File: src/rtl/branch_hazard_ctrl.sv
// branch_hazard_ctrl
// Branch prediction and control-hazard unit for an in-order pipeline.
// A table of 2-bit saturating counters predicts branches seen in IF; the
// branch in EX is resolved from the ALU flags, trains the table, and on a
// mispredict redirects fetch and squashes IF/ID and ID/EX in the same cycle.
// A one-state RECOVER phase then ignores the squashed EX slot.

module branch_hazard_ctrl #(
  parameter int XLEN  = 64,
  parameter int IDX_W = 4
) (
  input  logic            clk,
  input  logic            reset,
  input  logic            stall,
  input  logic [XLEN-1:0] if_pc,
  input  logic            if_is_branch,
  input  logic            ex_branch,
  input  logic [2:0]      ex_funct3,
  input  logic            ex_zero,
  input  logic            ex_pos,
  input  logic [XLEN-1:0] ex_pc,
  input  logic [XLEN-1:0] ex_target,
  input  logic            ex_pred_taken,
  output logic            pred_taken,
  output logic [1:0]      pc_sel,
  output logic [XLEN-1:0] redirect_pc,
  output logic            flush_ifid,
  output logic            flush_idex,
  output logic [31:0]     branch_cnt,
  output logic [31:0]     mispred_cnt
);

  localparam int ENTRIES = 1 << IDX_W;

  // Counter encodings: 00/01 predict not-taken, 10/11 predict taken.
  localparam logic [1:0] CTR_INIT = 2'b01;
  localparam logic [1:0] CTR_MAX  = 2'b11;
  localparam logic [1:0] CTR_MIN  = 2'b00;

  localparam logic [1:0] SEL_SEQ      = 2'b00;
  localparam logic [1:0] SEL_PREDICT  = 2'b01;
  localparam logic [1:0] SEL_REDIRECT = 2'b10;

  typedef enum logic {
    IDLE,
    RECOVER
  } state_t;

  state_t           state;
  logic [1:0]       bht [ENTRIES];

  logic [IDX_W-1:0] if_idx;
  logic [IDX_W-1:0] ex_idx;
  logic             funct3_valid;
  logic             actual_taken;
  logic             resolve;
  logic             mispredict;
  logic [XLEN-1:0]  fallthrough_pc;

  // Only the word-index bits of the fetch PC select a table entry.
  logic unused_if_pc_bits;
  assign unused_if_pc_bits = ^{if_pc[XLEN-1:IDX_W+2], if_pc[1:0]};

  assign if_idx         = if_pc[IDX_W+1:2];
  assign ex_idx         = ex_pc[IDX_W+1:2];
  assign fallthrough_pc = ex_pc + XLEN'(4);

  // Decode the EX branch condition from funct3 and the rs1-rs2 flags.
  always_comb begin
    // NOTE: every signal assigned here gets a default first, so no path
    // leaves it unassigned and no latch is inferred.
    funct3_valid = 1'b0;
    actual_taken = 1'b0;
    unique case (ex_funct3)
      3'b000: begin funct3_valid = 1'b1; actual_taken = ex_zero;             end
      3'b001: begin funct3_valid = 1'b1; actual_taken = ~ex_zero;            end
      3'b100: begin funct3_valid = 1'b1; actual_taken = ~ex_pos & ~ex_zero;  end
      3'b101: begin funct3_valid = 1'b1; actual_taken = ex_pos | ex_zero;    end
      default: ;
    endcase
  end

  // A resolve cycle trains the table and counters; the RECOVER slot holds a
  // squashed instruction and a stalled cycle defers resolution.
  assign resolve    = ~reset & (state == IDLE) & ex_branch & ~stall & funct3_valid;
  assign mispredict = resolve & (actual_taken != ex_pred_taken);

  // Fetch steering: a redirect outranks the IF prediction; a stall freezes fetch.
  always_comb begin
    pred_taken  = ~reset & if_is_branch & bht[if_idx][1];
    pc_sel      = SEL_SEQ;
    redirect_pc = '0;
    flush_ifid  = 1'b0;
    flush_idex  = 1'b0;
    if (mispredict) begin
      pc_sel      = SEL_REDIRECT;
      redirect_pc = actual_taken ? ex_target : fallthrough_pc;
      flush_ifid  = 1'b1;
      flush_idex  = 1'b1;
    end else if (!stall && pred_taken) begin
      pc_sel = SEL_PREDICT;
    end
  end

  // Branch history table: reset to weakly not-taken, saturating training.
  always_ff @(posedge clk) begin
    // NOTE: the table is a register array with a reset loop rather than a
    // RAM, because every entry must come out of reset at a known value.
    if (reset) begin
      for (int i = 0; i < ENTRIES; i++) begin
        bht[i] <= CTR_INIT;
      end
    end else if (resolve) begin
      if (actual_taken) begin
        if (bht[ex_idx] != CTR_MAX) bht[ex_idx] <= bht[ex_idx] + 2'd1;
      end else begin
        if (bht[ex_idx] != CTR_MIN) bht[ex_idx] <= bht[ex_idx] - 2'd1;
      end
    end
  end

  // Recovery FSM: one unstalled cycle in RECOVER skips the squashed EX slot.
  always_ff @(posedge clk) begin
    // NOTE: sequential state uses non-blocking assignments so every flop
    // samples pre-edge values regardless of statement order.
    if (reset) begin
      state <= IDLE;
    end else if (!stall) begin
      unique case (state)
        IDLE:    if (mispredict) state <= RECOVER;
        RECOVER: state <= IDLE;
        default: state <= IDLE;
      endcase
    end
  end

  // Performance counters, saturating at all-ones.
  always_ff @(posedge clk) begin
    if (reset) begin
      branch_cnt  <= '0;
      mispred_cnt <= '0;
    end else begin
      if (resolve && branch_cnt != '1)     branch_cnt  <= branch_cnt + 32'd1;
      if (mispredict && mispred_cnt != '1) mispred_cnt <= mispred_cnt + 32'd1;
    end
  end

endmodule

File: config.mk
export PLATFORM = sky130hd
export DESIGN_NAME = branch_hazard_ctrl
export DESIGN_NICKNAME = d
export VERILOG_FILES = /design/src/rtl/branch_hazard_ctrl.sv
export SDC_FILE = /design/constraint.sdc
export NUM_CORES = 1
export LEC_CHECK = 0
export CORE_MARGIN = 5
export CORE_UTILIZATION = 35
export DETAILED_ROUTE_END_ITERATION = 10
export GPL_ROUTABILITY_DRIVEN = 0
export PLACE_DENSITY = 0.72
export REMOVE_ABC_BUFFERS = 1
export SLEW_MARGIN = 15
export SYNTH_ARGS = -nofsm -noshare
export SYNTH_HDL_FRONTEND = slang
export SYNTH_SLANG_ARGS = --single-unit
File: constraint.sdc
create_clock -name clk -period 2.6 [get_ports clk]
set_input_delay 0.52 -clock clk [delete_from_list [all_inputs] [get_ports clk]]
set_output_delay 0.52 -clock clk [all_outputs]
set_load 0.01 [all_outputs]
==> reports/metrics.yaml, run 1 <==
outcome: "finished with violations"
failed_checks: "setup timing"
number_of_enable_flip_flop_cells_after_synthesis: 32
p_per_area_mw_per_mm2: 305
cts_made_buffers: 9
route.detailed.vias_per_inst: 5.69
final.setup_skew_ps: 8.96
tritoncts_clock_tree: "done"
post_synth_fa_ha_maj_area_fraction_pct: 1.04
grt_util_all_layers_pct: 25.1
route.final.wire_length_um: 33800
grt_pass1_vias: 8609
xor_xnor_share_of_the_synthesized_area_pct: 12.2
endpoint_kind: "output pin"
drc: 0
placeableCoreArea_mm2: 0.0203
critical_path.reg2reg.startpoint: "state$_SDFFE_PP0N_"
cp_cell_sequence: "buf_6 > nand4_1 > nor4_4 > buf_4 > nand4_4 > clkbuf_16 > nor4_4 > xnor2_1 > a21oi_1 > buf_2"
seq_area_frac_synth_pct: 31.3
synth_ff_type: "sky130_fd_sc_hd__dfxtp_1"
synth_compound_area_share_pct: 15.3
slowest_stage: "sky130_fd_sc_hd__nor4_4"
synth_simple_gate_area_share_pct: 30.5
setup_violations: 89
syn_avg_cell_area_um2: 8.26
clkSlewWorstSetupHoldPaths_ps: 70
fraction_of_layout_cells_with_a_size_suffix_above_1_pct: 39.9
clkLatencyLatePin_ps: 330
synthDominantCellAreaShare_pct: 18.0
postRouteAntennaNets: 0
layout.nets: 1538
vias: 9122
die-width_um: 154
setup_ws_ps: -298
grt_setup_unrepaired: "true"
max_cap_viol_count: 0
peak_clock_frequency_supported_by_timing_mhz: 345
initial_antenna_violation_count: 0
hold_path.startpoint: "mispred_cnt[31]$_SDFFE_PP0P_"
ctsRootBufferMaster: "sky130_fd_sc_hd__clkbuf_16"
async_reset_ff_share_pct: 0
detailedRoute.firstIterationViolations: 574
vdd_ir_drop_max_uv: 278
crit_arrival_ps: 2380
die_area_mm2: 0.0236
floorplan.die.height_um: 154
yosys.cell_types.count: 58
critPathRequiredTime_ps: 2080
preCtsSetupSlack_ps: -1070
syn-instance-count: 874
cpLargestDelayFamily: "simple AND/OR/NAND/NOR gates"
timing.final.hold_violations: 0
critical_path.startpoint: "ex_pc[13]"
finalSetupTns_ps: -9180
ioPinCount: 336
globalRouteOverflowTotal: 0
detailedRoute.firstPassIterationCount: 4
crit_path_start_kind: "input port"
cpMostUsedCell: "sky130_fd_sc_hd__nor4_4"
htree_levels: 3
report.final.slew_viol_count: 0
first_pass_grt_wire_length_um: 47800
crit_path_max_incr_delay_ps: 380
final_period_demand_of_the_worst_path_ps: 2900
num_antenna_cells: 0
worstHoldPathType: "reg -> reg"
yosysWarningCount: 0
report.power.total_uw: 3980
placement_rows: 52
synth_top_family_by_area: "simple AND/OR/NAND/NOR gates"
timing.final.crit_share_pct: 111
worst-slew-pin-transition_ps: 833
grt_max_degree: 76
syn2layout_area_growth_pct: 80.6
critPathKind: "in -> out"
yosys-mux-area-fraction_pct: 5.08
leakagePower_uw: 0.00513
cts.sinks: 97
yosys_register_bits: 97
drt-wirelength-per-cell_um: 21.1
numPortBuffers: 275
relSlewSlack_pct: 44.5
worstPathMaxFanout: 8
synth_area_mm2: 0.00722
critical_path.n_buffers_inverters: 4
buffer_levels_on_the_longest_clock_path: 2
final.hold.worst_slack_ps: 505
cell_types_with_the_largest_area_share_after_synthesis: "sky130_fd_sc_hd__dfxtp_1 18%, sky130_fd_sc_hd__edfxtp_1 13%, sky130_fd_sc_hd__xnor2_1 6.7%, sky130_fd_sc_hd__xor2_1 5.3%, sky130_fd_sc_hd__nand3_1 4.9%"
synth_top_area_cell: "sky130_fd_sc_hd__dfxtp_1"
dp.final_hpwl_um: 22100
floorplan.initialDensity_pct: 35.6
-- layout by cell type (no fill, tap or decap), types with 15 or more instances in the layout --
| master | count |
|---|---|
| sky130_fd_sc_hd__nor3_1 | 16 |
| sky130_fd_sc_hd__buf_4 | 179 |
| sky130_fd_sc_hd__nand3_1 | 59 |
| sky130_fd_sc_hd__nand2_1 | 49 |
| sky130_fd_sc_hd__a211oi_2 | 16 |
| sky130_fd_sc_hd__edfxtp_1 | 32 |
| sky130_fd_sc_hd__a31o_2 | 15 |
| sky130_fd_sc_hd__buf_6 | 49 |
| sky130_fd_sc_hd__o21ai_1 | 16 |
| sky130_fd_sc_hd__o21ai_2 | 20 |
| sky130_fd_sc_hd__and3_1 | 37 |
| sky130_fd_sc_hd__buf_2 | 66 |
| sky130_fd_sc_hd__clkdlybuf4s50_1 | 143 |
| sky130_fd_sc_hd__dfxtp_1 | 65 |
| sky130_fd_sc_hd__nor2_1 | 66 |
| sky130_fd_sc_hd__nand4_1 | 35 |
| sky130_fd_sc_hd__o21ai_0 | 26 |
| sky130_fd_sc_hd__or3_1 | 23 |
| sky130_fd_sc_hd__clkbuf_16 | 19 |
| sky130_fd_sc_hd__xor2_1 | 39 |
| sky130_fd_sc_hd__xnor2_1 | 49 |
| sky130_fd_sc_hd__a21oi_1 | 49 |
| sky130_fd_sc_hd__dlygate4sd2_1 | 21 |
-- state kept, by name, summed over array words and instances, names as in the netlist --
name         cells
state            1
mispred_cnt     32
branch_cnt      32
bht             32
-- synthesized netlist by cell type (all sizes together), types with 3 or more instances --
cell	n
a211oi	18
a21oi	62
a31o	16
and2	7
and3	45
and4	12
buf	23
clkbuf	35
dfxtp	65
edfxtp	32
ha	6
inv	15
mux2i	5
mux4	13
nand2	60
nand3	71
nand4	38
nor2	79
nor3	30
nor3b	6
nor4	14
o2111ai	3
o211ai	4
o21ai	62
o31ai	6
or3	24
or4	6
xnor2	56
xor2	44
-- stage by stage --
step                util, %  instance area, µm²  instances
global route           64.2               13000       1604
global placement       55.9               11400       1521
detailed placement     55.9               11400       1521
finish                 64.2               13000       1604
CTS                    60.2               12200       1575
floorplan                 -                6950        816
-- metal layers --
layer / wire [µm] / GRT usage [%] / vias to the layer above
met4: 2350 / 12.3 / 0
met1: 12300 / 30.0 / 4313
met3: 2770 / 4.83 / 149
met5: 0 / 0 / -
met2: 16400 / 43.0 / 524
li1: - / - / 4136
-- where the power goes --
group | switching, µW | leakage (µW) | internal (µW)
Clock | 555 | 0.000155 | 800
Sequential | 7.73 | 0.000800 | 1570
Combinational | 489 | 0.00417 | 551
Total | 1050 | 0.00513 | 2920
-- repair_timing --
item                                    CTS  global route
endpoints found under the setup margin  150            83
hold buffers                              0             0
cloned                                    5            11
gates resized for setup                 625           131
buffers inserted                         34            20
pin swaps                                71            56
-- final cells by class --
type                    instances  area, µm²
multi-input cells             704       5480
clock inverters                 5       51.3
flip-flops and latches         97       2260
repair buffers                501       4590
well taps                     270        338
inverters                      16       65.1
fillers                      1593       7260
clock buffers                  11        254
-- worst paths after layout --
kind	cells past startpoint	slack (ps)	end
worst max-delay path	10	-300	redirect_pc[58]
worst min-delay path	2	500	mispred_cnt[31]$_SDFFE_PP0P_
worst max register to register	10	170	bht[10][1]$_SDFFCE_PN0P_
worst min register to register	2	500	mispred_cnt[31]$_SDFFE_PP0P_
-- cell families after synthesis --
logic type / Yosys count
flip-flops: 97
AND/OR/NAND/NOR: 401
adder cells (fa/ha/maj): 6
multiplexers: 18
XOR/XNOR: 100
buffers and inverters: 74
AO/OA/AOI/OAI: 178
-- worst register-to-register path, stage by stage, from the launching register on --
cell	delay (ps)
sky130_fd_sc_hd__dfxtp_1	310
sky130_fd_sc_hd__buf_4	140
sky130_fd_sc_hd__nor4_4	270
sky130_fd_sc_hd__buf_4	180
sky130_fd_sc_hd__buf_4	140
sky130_fd_sc_hd__buf_6	210
sky130_fd_sc_hd__a21oi_1	110
sky130_fd_sc_hd__or3_1	360
sky130_fd_sc_hd__a32oi_2	220
sky130_fd_sc_hd__buf_12	170
sky130_fd_sc_hd__and3_1	170
No activity file was read; power rests on OpenSTA's default activity.
==> inputs of run 2 (changes only) <==
--- a/config.mk
+++ b/config.mk
@@ -5,11 +5,14 @@
 export SDC_FILE = /design/constraint.sdc
 export NUM_CORES = 1
 export LEC_CHECK = 0
+export CAP_MARGIN = 15
+export CELL_PAD_IN_SITES_DETAIL_PLACEMENT = 1
+export CELL_PAD_IN_SITES_GLOBAL_PLACEMENT = 1
 export CORE_MARGIN = 5
-export CORE_UTILIZATION = 35
+export CORE_UTILIZATION = 27
 export DETAILED_ROUTE_END_ITERATION = 10
 export GPL_ROUTABILITY_DRIVEN = 0
-export PLACE_DENSITY = 0.72
+export PLACE_DENSITY = 0.77
 export REMOVE_ABC_BUFFERS = 1
 export SLEW_MARGIN = 15
 export SYNTH_ARGS = -nofsm -noshare
==> reports/metrics.yaml, run 2 (synthesis results as in run 1) <==
outcome: "finished with violations"
failed_checks: "setup timing"
final.setup_skew_ps: 8.97
timing.final.hold_violations: 0
floorplan.die.height_um: 174
gr-usage-met2_pct: 42.8
postRouteAntennaNets: 0
registers_with_the_most_flip_flops: "bht: 32 flops, branch_cnt: 32 flops, mispred_cnt: 32 flops"
reg2reg_depth: 8
layout.nets: 1588
detailedRoute.firstPassIterationCount: 5
first_pass_grt_wire_length_um: 56800
ctsRootBufferMaster: "sky130_fd_sc_hd__clkbuf_16"
switching_power_uw: 1220
critPathRequiredTime_ps: 2080
route.detailed.vias_per_inst: 5.68
clkSlewWorstSetupHoldPaths_ps: 70
clock_power_share_pct: 32.9
clkLatencyLatePin_ps: 350
power.sequential.fraction_pct: 37.9
route.final.wire_length_um: 44900
tritoncts_clock_tree: "done"
vias: 9792
die-width_um: 174
grt_pass1_vias: 9622
setup_ws_ps: -561
setup_violations: 132
detailedRoute.firstIterationViolations: 661
buffer_levels_on_the_longest_clock_path: 2
die_area_mm2: 0.0301
floorplan.initialDensity_pct: 27.5
final_period_demand_of_the_worst_path_ps: 3160
finish.utilization_pct: 53.5
met3_usage_pct: 4.71
busiest_layer: "met2"
worst-slew-pin-transition_ps: 939
syn2layout_area_growth_pct: 94.1
placeableCoreArea_mm2: 0.0262
leakagePower_uw: 0.00554
crit_path_start_kind: "input port"
cts.sinks: 97
htree_levels: 3
switching_fraction_pct: 29.2
endpoint_kind: "output pin"
cts_made_buffers: 9
grt_setup_unrepaired: "true"
placement_rows: 59
dp.final_hpwl_um: 26000
crit_arrival_ps: 2640
fraction_of_layout_cells_with_a_size_suffix_above_1_pct: 42.8
mostFrequentLayoutCell: "sky130_fd_sc_hd__buf_4"
vdd_ir_drop_max_uv: 311
worstPathMaxFanout: 6
numPortBuffers: 275
drt-wirelength-per-cell_um: 26.1
placement.cell_area_mm2: 0.0115
ioPinCount: 336
mostFrequentLayoutCells: "188 x sky130_fd_sc_hd__buf_4, 147 x sky130_fd_sc_hd__clkdlybuf4s50_1, 70 x sky130_fd_sc_hd__buf_6"
worstHoldPathType: "reg -> reg"
cts-hold-fix-buffers: 0
grtUsageMet1_pct: 26.7
p_per_area_mw_per_mm2: 298
power_share_of_the_combinational_group_pct: 29.2
peak_clock_frequency_supported_by_timing_mhz: 316
initial_antenna_violation_count: 4
relSlewSlack_pct: 37.4
grt_max_degree: 77
report.final.slew_viol_count: 0
timing.final.crit_share_pct: 122
grt_util_all_layers_pct: 23.6
hold-path-cell-count: 2
internal-power_uw: 2960
max_cap_viol_count: 0
drc: 0
fin_area_mm2: 0.0140
globalRouteOverflowTotal: 0
filler_cell_count: 2903
critPathKind: "in -> out"
-- run 2: cell count changes in the layout (fill, tap and decap cells not counted), moves of 7 or more --
cell                      change
sky130_fd_sc_hd__buf_8        +8
sky130_fd_sc_hd__buf_4        +9
sky130_fd_sc_hd__nor2_1       -9
sky130_fd_sc_hd__nor2_4      +11
sky130_fd_sc_hd__a31o_4      +15
sky130_fd_sc_hd__buf_12       +9
sky130_fd_sc_hd__a31o_2      -15
sky130_fd_sc_hd__buf_6       +21
sky130_fd_sc_hd__o21ai_1      -7
-- run 2: final timing paths --
check	from	to	slack [ps]
worst max-delay path	ex_pc[13]	redirect_pc[56]	-560
worst min-delay path	mispred_cnt[27]$_SDFFE_PP0P_	mispred_cnt[27]$_SDFFE_PP0P_	510
worst max register to register	bht[14][1]$_SDFFCE_PN0P_	bht[3][1]$_SDFFCE_PN0P_	10
worst min register to register	mispred_cnt[27]$_SDFFE_PP0P_	mispred_cnt[27]$_SDFFE_PP0P_	510
-- run 2: repair_timing --
action | in CTS | in global routing
gates cloned | 10 | 8
resized for setup | 660 | 174
setup buffers | 46 | 59
endpoints found under the setup margin | 153 | 118
pin swaps | 87 | 91
-- run 2: routing by layer --
layer | up-vias | wire (µm)
met5 | - | 13
met4 | 2 | 3300
met3 | 205 | 2890
met2 | 515 | 22200
met1 | 4824 | 16500
li1 | 4246 | -
-- run 2: cell type report --
cell class / instances / area (µm²) / area share, %
inverter: 16 / 72.6 / 0.518
antenna: 4 / 10.0 / 0.0714
timing repair buffer: 551 / 5220 / 37.2
clock buffer: 10 / 229 / 1.63
tap: 335 / 419 / 2.99
sequential: 97 / 2260 / 16.1
multi-input combinational: 704 / 5740 / 40.9
clock inverter: 6 / 65.1 / 0.464
-- run 2: power groups by stage --
stage / combinational (µW) / sequential, µW / clock, µW
floorplan: 244 / 1610 / 0
global placement: 816 / 1610 / 0
detailed placement: 835 / 1610 / 0
CTS: 953 / 1580 / 1400
global route: 1250 / 1580 / 1460
finish: 1220 / 1580 / 1370
-- run 2: stage by stage --
step	hold WS [ps]	total power [µW]	instances	setup WS [ps]	setup TNS, ps
CTS	512	3930	1664	-232	-4610
floorplan	449	1860	816	-2350	-235080
global route	547	4300	1723	-612	-30690
detailed placement	502	2450	1594	-1390	-137720
global placement	485	2430	1594	-1350	-129710
finish	510	4170	1723	-561	-24700
-- run 2: critical path: stages --
cell and delay (ps):
sky130_fd_sc_hd__buf_6 80, sky130_fd_sc_hd__nand4_1 260, sky130_fd_sc_hd__nor4_4 360, sky130_fd_sc_hd__buf_4 210, sky130_fd_sc_hd__nand4_4 130, sky130_fd_sc_hd__buf_12 190, sky130_fd_sc_hd__buf_6 110, sky130_fd_sc_hd__nor3_4 170
sky130_fd_sc_hd__xnor2_1 90, sky130_fd_sc_hd__a21oi_1 280, sky130_fd_sc_hd__buf_4 220
